### src/rtl/ciclo_secuenciador_if.sv
// Front-panel and actuator signal bundle for the washer program sequencer.
// The sequencer uses the slave view; the panel/driver side uses the master view.
interface ciclo_secuenciador_if #(
  parameter int unsigned TW = 6
) ();
  logic          tick_1s;
  logic          start;
  logic          pause;
  logic          door_closed;
  logic [1:0]    mode;
  logic          motor;
  logic [1:0]    valve;
  logic          heater;
  logic          buzzer;
  logic          door_lock;
  logic          busy;
  logic [2:0]    phase;
  logic [TW-1:0] remaining;
  logic          error;

  modport slave (
    input  tick_1s, start, pause, door_closed, mode,
    output motor, valve, heater, buzzer, door_lock, busy, phase, remaining, error
  );

  modport master (
    output tick_1s, start, pause, door_closed, mode,
    input  motor, valve, heater, buzzer, door_lock, busy, phase, remaining, error
  );
endinterface

### src/rtl/ciclo_secuenciador.sv
// Washer program sequencer: steps FILL/WASH/DRAIN/RINSE/SPIN/BUZZ from a 1 s tick,
// with pause freeze and a door interlock that aborts into a sticky error.
module ciclo_secuenciador #(
  parameter int unsigned FILL_TIME    = 5,
  parameter int unsigned WASH_TIME    = 20,
  parameter int unsigned RINSE_TIME   = 10,
  parameter int unsigned DRAIN_TIME   = 5,
  parameter int unsigned SPIN_TIME    = 30,
  parameter int unsigned BUZZ_TIME    = 2,
  parameter int unsigned RINSE_CYCLES = 2,
  parameter int unsigned TW           = 6
) (
  input  logic                 clk,
  input  logic                 rst,
  ciclo_secuenciador_if.slave  bus
);

  localparam int unsigned CW = $clog2(RINSE_CYCLES + 1);

  typedef enum logic [2:0] {
    S_IDLE  = 3'd0,
    S_FILL  = 3'd1,
    S_WASH  = 3'd2,
    S_RINSE = 3'd3,
    S_DRAIN = 3'd4,
    S_SPIN  = 3'd5,
    S_BUZZ  = 3'd6
  } state_t;

  state_t        st, st_n, nxt_ph;
  logic [TW-1:0] tmr, tmr_n;
  logic [CW-1:0] cnt, cnt_n;
  logic          paused, paused_n;
  logic          err_n;
  logic [1:0]    mode_r, mode_n;
  logic          wash_done, wash_done_n;
  logic          from_wash, from_wash_n;
  logic          run_n;

  function automatic logic [TW-1:0] time_of(input state_t s);
    case (s)
      S_FILL:  return TW'(FILL_TIME);
      S_WASH:  return TW'(WASH_TIME);
      S_RINSE: return TW'(RINSE_TIME);
      S_DRAIN: return TW'(DRAIN_TIME);
      S_SPIN:  return TW'(SPIN_TIME);
      S_BUZZ:  return TW'(BUZZ_TIME);
      default: return '0;
    endcase
  endfunction

  // Phase that follows the current one when its timer expires
  always_comb begin
    nxt_ph = S_IDLE;
    case (st)
      S_FILL:  nxt_ph = (mode_r == 2'd0 && !wash_done) ? S_WASH : S_RINSE;
      S_WASH:  nxt_ph = S_DRAIN;
      S_RINSE: nxt_ph = S_DRAIN;
      S_DRAIN: nxt_ph = (from_wash || (32'(cnt) + 32'd1 < RINSE_CYCLES)) ? S_FILL : S_SPIN;
      S_SPIN:  nxt_ph = S_BUZZ;
      default: nxt_ph = S_IDLE;
    endcase
  end

  // Next-state logic: abort beats pause, pause beats tick
  always_comb begin
    st_n        = st;
    tmr_n       = tmr;
    cnt_n       = cnt;
    paused_n    = paused;
    err_n       = bus.error;
    mode_n      = mode_r;
    wash_done_n = wash_done;
    from_wash_n = from_wash;
    case (st)
      S_IDLE: begin
        paused_n = 1'b0;
        tmr_n    = '0;
        if (bus.start && bus.door_closed && bus.mode != 2'd3) begin
          mode_n      = bus.mode;
          err_n       = 1'b0;
          cnt_n       = '0;
          wash_done_n = 1'b0;
          from_wash_n = 1'b0;
          st_n        = (bus.mode == 2'd2) ? S_SPIN : S_FILL;
          tmr_n       = time_of(st_n);
        end
      end
      S_BUZZ: begin
        paused_n = 1'b0;
        if (bus.tick_1s) begin
          if (tmr == TW'(1)) begin
            st_n  = S_IDLE;
            tmr_n = '0;
          end else begin
            tmr_n = tmr - TW'(1);
          end
        end
      end
      S_FILL, S_WASH, S_RINSE, S_DRAIN, S_SPIN: begin
        if (!bus.door_closed) begin
          st_n     = S_IDLE;
          err_n    = 1'b1;
          tmr_n    = '0;
          paused_n = 1'b0;
        end else begin
          paused_n = bus.pause;
          if (bus.tick_1s && !paused) begin
            if (tmr == TW'(1)) begin
              st_n  = nxt_ph;
              tmr_n = time_of(nxt_ph);
              if (st == S_WASH) begin
                wash_done_n = 1'b1;
                from_wash_n = 1'b1;
              end
              if (st == S_DRAIN) begin
                from_wash_n = 1'b0;
                if (!from_wash) cnt_n = cnt + CW'(1);
              end
            end else begin
              tmr_n = tmr - TW'(1);
            end
          end
        end
      end
      default: begin
        st_n     = S_IDLE;
        tmr_n    = '0;
        paused_n = 1'b0;
      end
    endcase
  end

  assign run_n = !paused_n;

  // State registers plus outputs decoded from the next state so they stay registered
  always_ff @(posedge clk) begin
    if (rst) begin
      st            <= S_IDLE;
      tmr           <= '0;
      cnt           <= '0;
      paused        <= 1'b0;
      mode_r        <= 2'd0;
      wash_done     <= 1'b0;
      from_wash     <= 1'b0;
      bus.error     <= 1'b0;
      bus.motor     <= 1'b0;
      bus.valve     <= 2'd2;
      bus.heater    <= 1'b0;
      bus.buzzer    <= 1'b0;
      bus.door_lock <= 1'b0;
      bus.busy      <= 1'b0;
      bus.phase     <= 3'd0;
      bus.remaining <= '0;
    end else begin
      st            <= st_n;
      tmr           <= tmr_n;
      cnt           <= cnt_n;
      paused        <= paused_n;
      mode_r        <= mode_n;
      wash_done     <= wash_done_n;
      from_wash     <= from_wash_n;
      bus.error     <= err_n;
      bus.motor     <= run_n && (st_n == S_WASH || st_n == S_RINSE || st_n == S_SPIN);
      bus.heater    <= run_n && (st_n == S_WASH);
      bus.valve     <= !run_n ? 2'd2 :
                       (st_n == S_FILL) ? 2'd0 :
                       (st_n == S_DRAIN || st_n == S_SPIN) ? 2'd1 : 2'd2;
      bus.buzzer    <= (st_n == S_BUZZ);
      bus.door_lock <= (st_n == S_FILL || st_n == S_WASH || st_n == S_RINSE ||
                        st_n == S_DRAIN || st_n == S_SPIN);
      bus.busy      <= (st_n != S_IDLE);
      bus.phase     <= 3'(st_n);
      bus.remaining <= tmr_n;
    end
  end

endmodule

### src/flat_wrapper.sv
// flat-port wrapper written by rule: the top's interface ports become plain ports
module ciclo_secuenciador_flat 
#(
  parameter int unsigned FILL_TIME    = 5,
  parameter int unsigned WASH_TIME    = 20,
  parameter int unsigned RINSE_TIME   = 10,
  parameter int unsigned DRAIN_TIME   = 5,
  parameter int unsigned SPIN_TIME    = 30,
  parameter int unsigned BUZZ_TIME    = 2,
  parameter int unsigned RINSE_CYCLES = 2,
  parameter int unsigned TW           = 6
)
  (clk, rst, bus_tick_1s, bus_start, bus_pause, bus_door_closed, bus_mode, bus_motor, bus_valve, bus_heater, bus_buzzer, bus_door_lock, bus_busy, bus_phase, bus_remaining, bus_error);
  ciclo_secuenciador_if #(.TW(TW)) bus_i ();
  input  logic clk;
  input  logic rst;
  input wire logic [$bits(bus_i.tick_1s)-1:0] bus_tick_1s;
  input wire logic [$bits(bus_i.start)-1:0] bus_start;
  input wire logic [$bits(bus_i.pause)-1:0] bus_pause;
  input wire logic [$bits(bus_i.door_closed)-1:0] bus_door_closed;
  input wire logic [$bits(bus_i.mode)-1:0] bus_mode;
  output wire logic [$bits(bus_i.motor)-1:0] bus_motor;
  output wire logic [$bits(bus_i.valve)-1:0] bus_valve;
  output wire logic [$bits(bus_i.heater)-1:0] bus_heater;
  output wire logic [$bits(bus_i.buzzer)-1:0] bus_buzzer;
  output wire logic [$bits(bus_i.door_lock)-1:0] bus_door_lock;
  output wire logic [$bits(bus_i.busy)-1:0] bus_busy;
  output wire logic [$bits(bus_i.phase)-1:0] bus_phase;
  output wire logic [$bits(bus_i.remaining)-1:0] bus_remaining;
  output wire logic [$bits(bus_i.error)-1:0] bus_error;
  assign bus_i.tick_1s = bus_tick_1s;
  assign bus_i.start = bus_start;
  assign bus_i.pause = bus_pause;
  assign bus_i.door_closed = bus_door_closed;
  assign bus_i.mode = bus_mode;
  assign bus_motor = bus_i.motor;
  assign bus_valve = bus_i.valve;
  assign bus_heater = bus_i.heater;
  assign bus_buzzer = bus_i.buzzer;
  assign bus_door_lock = bus_i.door_lock;
  assign bus_busy = bus_i.busy;
  assign bus_phase = bus_i.phase;
  assign bus_remaining = bus_i.remaining;
  assign bus_error = bus_i.error;
  ciclo_secuenciador #(.FILL_TIME(FILL_TIME), .WASH_TIME(WASH_TIME), .RINSE_TIME(RINSE_TIME), .DRAIN_TIME(DRAIN_TIME), .SPIN_TIME(SPIN_TIME), .BUZZ_TIME(BUZZ_TIME), .RINSE_CYCLES(RINSE_CYCLES), .TW(TW)) u_core (.clk(clk), .rst(rst), .bus(bus_i));
endmodule
### config.mk
export PLATFORM = sky130hd
export DESIGN_NAME = ciclo_secuenciador_flat
export DESIGN_NICKNAME = d
export VERILOG_FILES = /design/src/rtl/ciclo_secuenciador_if.sv /design/src/rtl/ciclo_secuenciador.sv /design/src/flat_wrapper.sv
export SDC_FILE = /design/constraint.sdc
export NUM_CORES = 1
export LEC_CHECK = 0
export ABC_AREA = 1
export CAP_MARGIN = 10
export CORE_ASPECT_RATIO = 1.75
export CORE_UTILIZATION = 30
export DETAILED_ROUTE_END_ITERATION = 12
export PLACE_DENSITY_LB_ADDON = 0.3
export SYNTH_ARGS = -nofsm -noshare
export SYNTH_HDL_FRONTEND = slang
export SYNTH_SLANG_ARGS = --single-unit
### constraint.sdc
create_clock -name clk -period 2.7 [get_ports clk]
set_input_delay 0.54 -clock clk [delete_from_list [all_inputs] [get_ports clk]]
set_output_delay 0.54 -clock clk [all_outputs]
set_load 0.01 [all_outputs]
# Word level (Yosys, flattened, before mapping)
# Index checks and enable logic that the tools add are counted.
dict set report word_totals {
  input_bits 8
  output_inout_bits 17
  regBits 24
  word_cells 134
}
dict set report op_classes {
  order_cmp 1
  n_eq_ne 38
  reduce_logical 33
  n_mux 44
  addsub 3
}
# op n
set op_table {}
lappend op_table {{$pmux W5 S5} 2}
lappend op_table {{$eq A3 B3 Y1 const B} 12}
lappend op_table {{$mux W6} 6}
lappend op_table {{$lt A32 B2 Y1 const B} 1}
lappend op_table {{$eq A3 B2 Y1 const B} 8}
lappend op_table {{$mux W3} 8}
lappend op_table {{$pmux W6 S3} 1}
lappend op_table {{$mux W2} 8}
lappend op_table {{$mux W1} 13}
lappend op_table {{$eq A3 B1 Y1 const B} 4}
lappend op_table {{$pmux W3 S4} 1}
lappend op_table {{$reduce_and A6 Y1} 2}
lappend op_table {{$ne A2 B1 Y1 const B} 5}
lappend op_table {{$ne A2 B2 Y1 const B} 5}
lappend op_table {{$pmux W3 S3} 1}
lappend op_table {{$logic_or A1 B1 Y1} 8}
lappend op_table {{$reduce_or A2 Y1} 4}
lappend op_table {{$reduce_and A7 Y1} 1}
lappend op_table {{$eq A6 B1 Y1 const B} 1}
lappend op_table {{$logic_and A1 B1 Y1} 6}
lappend op_table {{$pmux W1 S2} 3}
lappend op_table {{$sub A6 B1 Y6 const B} 1}
lappend op_table {{$reduce_or A5 Y1} 1}
lappend op_table {{$pmux W2 S2} 1}
lappend op_table {{13 further kinds} 16}

# Depth between registers and ports, before layout
# Gate-level depths: netlist (run 1).
dict set report logic_depth {
  depth_word 14
  depth_mapped 13
  ltp_nobuf 13
}

# Least setup slack after synthesis (run 1)
# Ideal clock, no wire load.
dict set report synth_path {
  path_kind {register to register}
  from {reg u_core.bus.remaining[0] (netlist name)}
  to {reg u_core.bus.door_lock}
  stages_incl_launch_ff 11
  arrival_time_ps 1347
  setup_time_ps 109
  path_slack_ps 1244
  required_time_ps 2591
  path_cell_list {dfxtp_1 ha_1 nand2_1 nor2_2 a21oi_2 nor2_2 nand2_4 nand2_2 nand3_2 nand2_1 inv_1}
}
# item line_no
set synth_lines {}
lappend synth_lines {{end signal: assignment} ciclo_secuenciador.sv:170} ;# bus.door_lock <= (st_n == S_FILL || st_n == S_WASH || st_n == S_RINSE ||
lappend synth_lines {{end: declaration} ciclo_secuenciador_if.sv:23} ;# output motor, valve, heater, buzzer, door_lock, busy, phase, remaining, error

# Worst setup path after layout (run 1)
dict set report layout_path {
  from {in bus_door_closed}
  to {reg u_core.bus.heater}
}
dict set report layout_via {
  elab_chain_cells 6
  elab_cells_between_ends 10
}
# item line_no
set layout_lines {}
lappend layout_lines {{start: declaration} flat_wrapper.sv:20} ;# input wire logic [$bits(bus_i.door_closed)-1:0] bus_door_closed;
lappend layout_lines {{$logic_and A1 B1 Y1 (2 in a row)} ciclo_secuenciador.sv:79} ;# if (bus.start && bus.door_closed && bus.mode != 2'd3) begin
lappend layout_lines {{$mux W3} ciclo_secuenciador.sv:79}
lappend layout_lines {{$pmux W3 S3} ciclo_secuenciador.sv:75} ;# case (st)
lappend layout_lines {{$eq A3 B2 Y1} ciclo_secuenciador.sv:165} ;# bus.heater <= run_n && (st_n == S_WASH);
lappend layout_lines {{$logic_and A1 B1 Y1 *} ciclo_secuenciador.sv:165}
lappend layout_lines {{end signal: assignment} ciclo_secuenciador.sv:165}
lappend layout_lines {{end: declaration} ciclo_secuenciador_if.sv:23}
# Mark *: on every way between the ends. The rest lies on a longest branch, timed or not.
# A chain may end at the register's enable or synchronous reset.

==> metrics.md, run 1 <==
| Metric | Value |
|---|---|
| Outcome | `finished clean` |
| First-pass GRT wire length | `6.01 mm` |
| Port buffer count | `24` |
| CTS tree | `yes` |
| Largest net degree at the start of global routing | `14` |
| Mapped Avg Cell Area | `6.63 µm²` |
| Clock Latency Late Sink | `0.26 ns` |
| Gr usage total | `0.163` |
| Nets@finish | `254` |
| Max-Cap Viols | `0` |
| Post_cts resized | `0` |
| Crit path max fanout | `5` |
| Relative slew slack | `0.753` |
| CTS H-tree lvls | `1` |
| Ranking of synthesized cells by area | `dfxtp_1, nand2_1, inv_1` |
| DRC Markers | `0` |
| Crit path DAT | `2.19 ns` |
| Fmax achieved | `491 MHz` |
| Syn nets | `225` |
| Antenna violations before repair | `0` |
| GRT overflow | `0` |
| Dpl hpwl | `2.96 mm` |
| PD cells | `438 nW/µm²` |
| Via count | `1379` |
| DRT antenna net count | `0` |
| Largest family of logic cells by synthesized area | `simple AND/OR/NAND/NOR gates` |
| Post-route cell area | `1780 µm²` |
| Critical-path top delay cell | `clkdlybuf4s50_1` |
| Final Cycle Share | `0.754` |
| Hold Violations, Final | `0` |
| Clock root cell | `clkbuf_8` |
| Critical path type | `primary input to flip-flop` |
| Fin Hold WS | `0.466 ns` |
| CP endpoint kind | `flip-flop` |
| Reg clk slew, reported paths | `0.09 ns` |
| Average routed wire per standard cell | `12.2 µm` |
| Post-CTS setup buffer count | `0` |
| Sequential area share after synthesis | `0.339` |
| R2r setup slk | `1.03 ns` |
| Area grow syn2layout | `25.6%` |
| Xor-xnor portion of the synthesized cell area | `0.0185` |
| Initial DRC count | `26` |
| Adder-Cell Fraction of Synth Area | `0.0265` |
| VDD IR-drop max | `241 µV` |
| N_diodes | `0` |
| Fin crit period | `2.04 ns` |
| Final setup TNS | `0 ns` |
| Pins Over Slew Limit | `0` |
| Critical path cell sequence | `clkdlybuf4s50_1, nand3_1, nor2_2, inv_1, nor2_4, nor2_2, nand2_4, inv_1, nand3_1, nor2_1` |
| Simple-gate share of the synthesized area | `0.393` |
| Largest stage delay on the critical path | `0.62 ns` |
| Initial core utilization | `0.316` |
| Finish-stage setup viols | `0` |
| Die ar. | `5020 µm²` |
| Post-synth top area share | `0.339` |
| Synth Register Bits | `24` |
| Mux cell area share after synthesis | `0` |
| Hold Path Class | `flip-flop to flip-flop` |
| Cell area after synthesis | `1420 µm²` |
| Die H | `93.0 µm` |
| Clock Path Buffers | `2` |
| Slew of the pin with the lowest slew margin | `0.371 ns` |
| Num CTS Buffers | `3` |
| Routability cong. | `0.917` |
| CTS Sinks | `24` |
| LEAKAGE | `0.861 nW` |
| Via density | `4.71` |
| Synth Area in Compound Gates | `0.120` |
| Data required, critical path | `2.85 ns` |
| Core ar. | `4480 µm²` |
| Synth warn | `0` |
| IO Pins | `25` |
| RSZ-0062 raised after global routing | `false` |
| Yosys cell types | `29` |
| Drt first pass iters | `4` |
| Biggest area consumer among synthesized cells | `dfxtp_1` |
| Worst Skew | `0.00512 ns` |
| Post-Route WL | `3.58 mm` |
| Cell count after synthesis | `214` |
| Fillers | `516` |
| Row cnt | `32` |
| Placed cell areas | `1730 µm²` |
| CP startpoint kind | `primary input` |
| Vias in the first global route | `1354` |
| Cts hold-fix bufs | `0` |
| Layout cell share with drive strength beyond 1 | `0.149` |
| Die W | `54.0 µm` |
Yosys cell counts:
cell / n
a21oi_1: 15
a21oi_2: 1
clkbuf_1: 1
dfxtp_1: 24
ha_1: 3
inv_1: 30
inv_2: 8
nand2_1: 55
nand2_2: 6
nand2_4: 2
nand3_1: 18
nand3_2: 2
nand3_4: 1
nand4_1: 4
nor2_1: 16
nor2_2: 7
nor2_4: 1
nor3_1: 2
nor3b_1: 1
o2111ai_1: 1
o21ai_0: 7
o21ai_1: 1
o21bai_1: 1
o21bai_2: 1
o22ai_1: 1
o22ai_2: 1
or2_2: 1
xnor2_1: 2
xor2_1: 1
worst max-delay path: cells and delay by family:
kind | cells | cell delay [ns]
simple gates | 7 | 0.84
buf+inv | 3 | 0.81
per-stage QoR:
step | total power [W] | setup slack [ns] | utilization | instances
after floorplan | 0.000489 | 1.24 | - | 214
after global placement | 0.000546 | 0.346 | 0.385 | 289
after detailed placement | 0.000547 | 0.393 | 0.385 | 289
after CTS | 0.000795 | 0.670 | 0.397 | 293
after global routing | 0.000828 | 0.521 | 0.397 | 293
final | 0.000781 | 0.665 | 0.397 | 293
cell families after synthesis:
kind of cell / after synthesis
buffers and inverters: 39
flip-flops: 24
AO/OA/AOI/OAI: 29
adder cells (fa/ha/maj): 3
AND/OR/NAND/NOR: 116
XOR/XNOR: 3
report_power, final:
part	switching, W	total (W)	internal (W)
clock	0.000114	0.000244	0.000130
sequential	0.0000109	0.000380	0.000369
combinational	0.0000900	0.000157	0.0000666
total	0.000215	0.000781	0.000566
state kept, by name, indices dropped and copies added, names as in the netlist:
register,flops
u_core.bus.busy,1
u_core.bus.remaining,6
u_core.bus.phase,3
u_core.paused,1
u_core.mode_r,2
u_core.cnt,2
u_core.bus.buzzer,1
u_core.from_wash,1
u_core.bus.error,1
u_core.bus.motor,1
u_core.bus.heater,1
u_core.bus.door_lock,1
u_core.bus.valve,2
u_core.wash_done,1
layout by cell type (no fill, tap or decap), drive strengths merged, types with 4 or more instances in the layout:
master / n
nor2: 24
nand3: 21
o21ai: 8
dfxtp: 24
nand2: 63
clkbuf: 4
a21oi: 16
inv: 38
nand4: 4
clkdlybuf4s50: 24
routing by layer:
layer | routed length, µm | track usage
met1 | 1390 | 0.168
met2 | 1970 | 0.297
met4 | 145 | 0.0940
met3 | 74 | 0.0163
met5 | 0 | 0
path summary, 6_finish.rpt:
path                            from                end  depth (start not counted)
max                  bus_door_closed  u_core.bus.heater                         10
min                 u_core.mode_r[0]   u_core.mode_r[0]                          2
max reg2reg  u_core.bus.remaining[0]      u_core.cnt[0]                          6
min reg2reg         u_core.mode_r[0]   u_core.mode_r[0]                          2
final cells by class:
class,instances,area (µm²),area share
multi-input cells,151,792,0.445
flip-flops and latches,24,480,0.270
repair buffers,25,248,0.139
inverters,38,143,0.0801
well taps,51,63.8,0.0358
clock buffers,4,55.1,0.0309
No activity file was read; power rests on OpenSTA's default activity.
==> run 2: changes to the inputs <==
==> constraint.sdc (replaced) <==
create_clock -name clk -period 1.7 [get_ports clk]
set_input_delay 0.34 -clock clk [delete_from_list [all_inputs] [get_ports clk]]
set_output_delay 0.34 -clock clk [all_outputs]
set_load 0.01 [all_outputs]
==> metrics.md, run 2 (synthesis results as in run 1) <==
| Metric | Value |
|---|---|
| Antenna violations before repair | `0` |
| Largest reg by FF count | `u_core.bus.remaining` |
| Slew of the pin with the lowest slew margin | `0.254 ns` |
| Initial DRC count | `30` |
| Commonest non-fill, non-tap cell in the layout | `nand2_1` |
| DRC Markers | `0` |
| CTS tree | `yes` |
| Largest net degree at the start of global routing | `14` |
| Comb power frac | `0.226` |
| Routability cong. | `0.884` |
| CP endpoint kind | `primary output` |
| Clock Latency Late Sink | `0.26 ns` |
| Met1 wire length | `1.43 mm` |
| Crit path max fanout | `4` |
| Initial core utilization | `0.316` |
| Fin crit period | `1.64 ns` |
| Port buffer count | `24` |
| Metal2 WL | `1.94 mm` |
| Max-Cap Viols | `0` |
| Via count | `1466` |
| Cts hold-fix bufs | `0` |
| DRT antenna net count | `0` |
| Crit path DAT | `1.30 ns` |
| Relative slew slack | `0.830` |
| Drt first pass iters | `4` |
| Clock root cell | `clkbuf_8` |
| Hold Violations, Final | `0` |
| Layout cell share with drive strength beyond 1 | `0.233` |
| Gr usage total | `0.162` |
| Post-Route WL | `3.63 mm` |
| Critical path type | `flip-flop to primary output` |
| Finish-stage setup viols | `0` |
| Core ar. | `4480 µm²` |
| First-pass GRT wire length | `5.93 mm` |
| Critical path cell sequence | `buf_4, clkdlybuf4s50_1` |
| Sw Pwr | `0.000350 W` |
| CTS H-tree lvls | `1` |
| Die H | `93.0 µm` |
| Vias in the first global route | `1348` |
| GRT overflow | `0` |
| Die ar. | `5020 µm²` |
| Top layer reached by signal wires | `met4` |
| Final Cycle Share | `0.967` |
| Worst Skew | `0.00239 ns` |
| Placed cell areas | `1870 µm²` |
| Fmax achieved | `608 MHz` |
| LEAKAGE | `0.959 nW` |
| Top Family by Delay on Critical Path | `buffers and inverters` |
| Largest stage delay on the critical path | `0.53 ns` |
| Fillers | `501` |
| Clock Path Buffers | `2` |
| Area grow syn2layout | `37.9%` |
| Clk network pwr share | `0.304` |
| IO Pins | `25` |
| Data required, critical path | `1.36 ns` |
| CP startpoint kind | `flip-flop` |
| CP bufs+invs | `2` |
| Int Power | `0.000927 W` |
| Most frequent cells in the layout | `nand2_1, inv_1, clkdlybuf4s50_1, dfxtp_1, buf_4` |
| CTS Sinks | `24` |
| Hold Path Class | `flip-flop to flip-flop` |
| RSZ-0062 raised after global routing | `true` |
| Average routed wire per standard cell | `11.6 µm` |
| Dpl hpwl | `2.95 mm` |
| Max reg flops | `6` |
| Post-route cell area | `1960 µm²` |
| Row cnt | `32` |
| Fin Hold WS | `0.464 ns` |
| Critical-path top delay cell | `clkdlybuf4s50_1` |
| Outcome | `finished clean` |
| N_diodes | `0` |
| PD cells | `653 nW/µm²` |
| Net Sw Frac | `0.274` |
| Die W | `54.0 µm` |
| Num CTS Buffers | `3` |
| Reg clk slew, reported paths | `0.08 ns` |
| VDD IR-drop max | `407 µV` |
| Pins Over Slew Limit | `0` |
| Biggest regs | `u_core.bus.remaining: 6 flops, u_core.bus.phase: 3 flops` |
| Seq pwr share | `0.471` |
| Nets@finish | `274` |
| Via density | `4.68` |
| Met3 wire length | `80 µm` |
## run 2: power by group through the flow
stage | registers, W | logic, W | clock network (W)
floorplan | 0.000621 | 0.000155 | 0
global placement | 0.000614 | 0.000281 | 0
detailed placement | 0.000615 | 0.000282 | 0
CTS | 0.000601 | 0.000284 | 0.000413
global route | 0.000605 | 0.000322 | 0.000431
finish | 0.000601 | 0.000288 | 0.000388
## run 2: worst register-to-register path: cells and delay by family, from the launching register on
family / cells / cell delay (ns)
adder cells (fa/ha/maj): 1 / 0.22
buffers and inverters: 2 / 0.13
flip-flops: 1 / 0.33
AND/OR/NAND/NOR: 8 / 0.82
## run 2: stage by stage
stage               instances  utilization  power (W)  setup slack, ns  TNS [ns]
finish                    313        0.436    0.00128           0.0559         0
global route              313        0.436    0.00136          -0.0314   -0.0467
CTS                       312        0.429    0.00130           0.0284         0
detailed placement        308        0.417   0.000897           -0.242     -2.34
global placement          308        0.417   0.000895           -0.200     -1.85
floorplan                 214            -   0.000777            0.244         0
## run 2: path summary, 6_finish.rpt
check	from	end	slack, ns	depth (start not counted)
max	u_core.bus.remaining[0]	bus_remaining[0]	0.06	2
min	u_core.wash_done	u_core.wash_done	0.46	2
max reg2reg	u_core.bus.remaining[1]	u_core.bus.door_lock	0.10	11
min reg2reg	u_core.wash_done	u_core.wash_done	0.46	2
## run 2: repair_timing
item                       in CTS  in global routing
setup endpoints to repair       0                 11
buffers inserted                0                  1
gates resized for setup         0                  7
## run 2: area by class of cell
cell class              count  area (µm²)  area share
multi-input cells         151         815       0.416
flip-flops and latches     24         483       0.247
repair buffers             45         398       0.203
inverters                  38         143      0.0729
well taps                  51        63.8      0.0326
clock buffers               4        55.1      0.0281
## run 2: layer usage
layer,track usage,vias up
li1,-,772
met1,0.176,654
met2,0.282,26
met3,0.0163,14
met4,0.100,0
met5,0,-
==> run 3: changes to the inputs <==
--- a/config.mk
+++ b/config.mk
@@ -9,6 +9,7 @@
 export CAP_MARGIN = 10
 export CORE_ASPECT_RATIO = 1.75
 export CORE_UTILIZATION = 30
+export CTS_CLUSTER_SIZE = 8
 export DETAILED_ROUTE_END_ITERATION = 12
 export PLACE_DENSITY_LB_ADDON = 0.3
 export SYNTH_ARGS = -nofsm -noshare
==> results of run 3 <==
Final layout, timing and power as in run 2 (identical DEF).
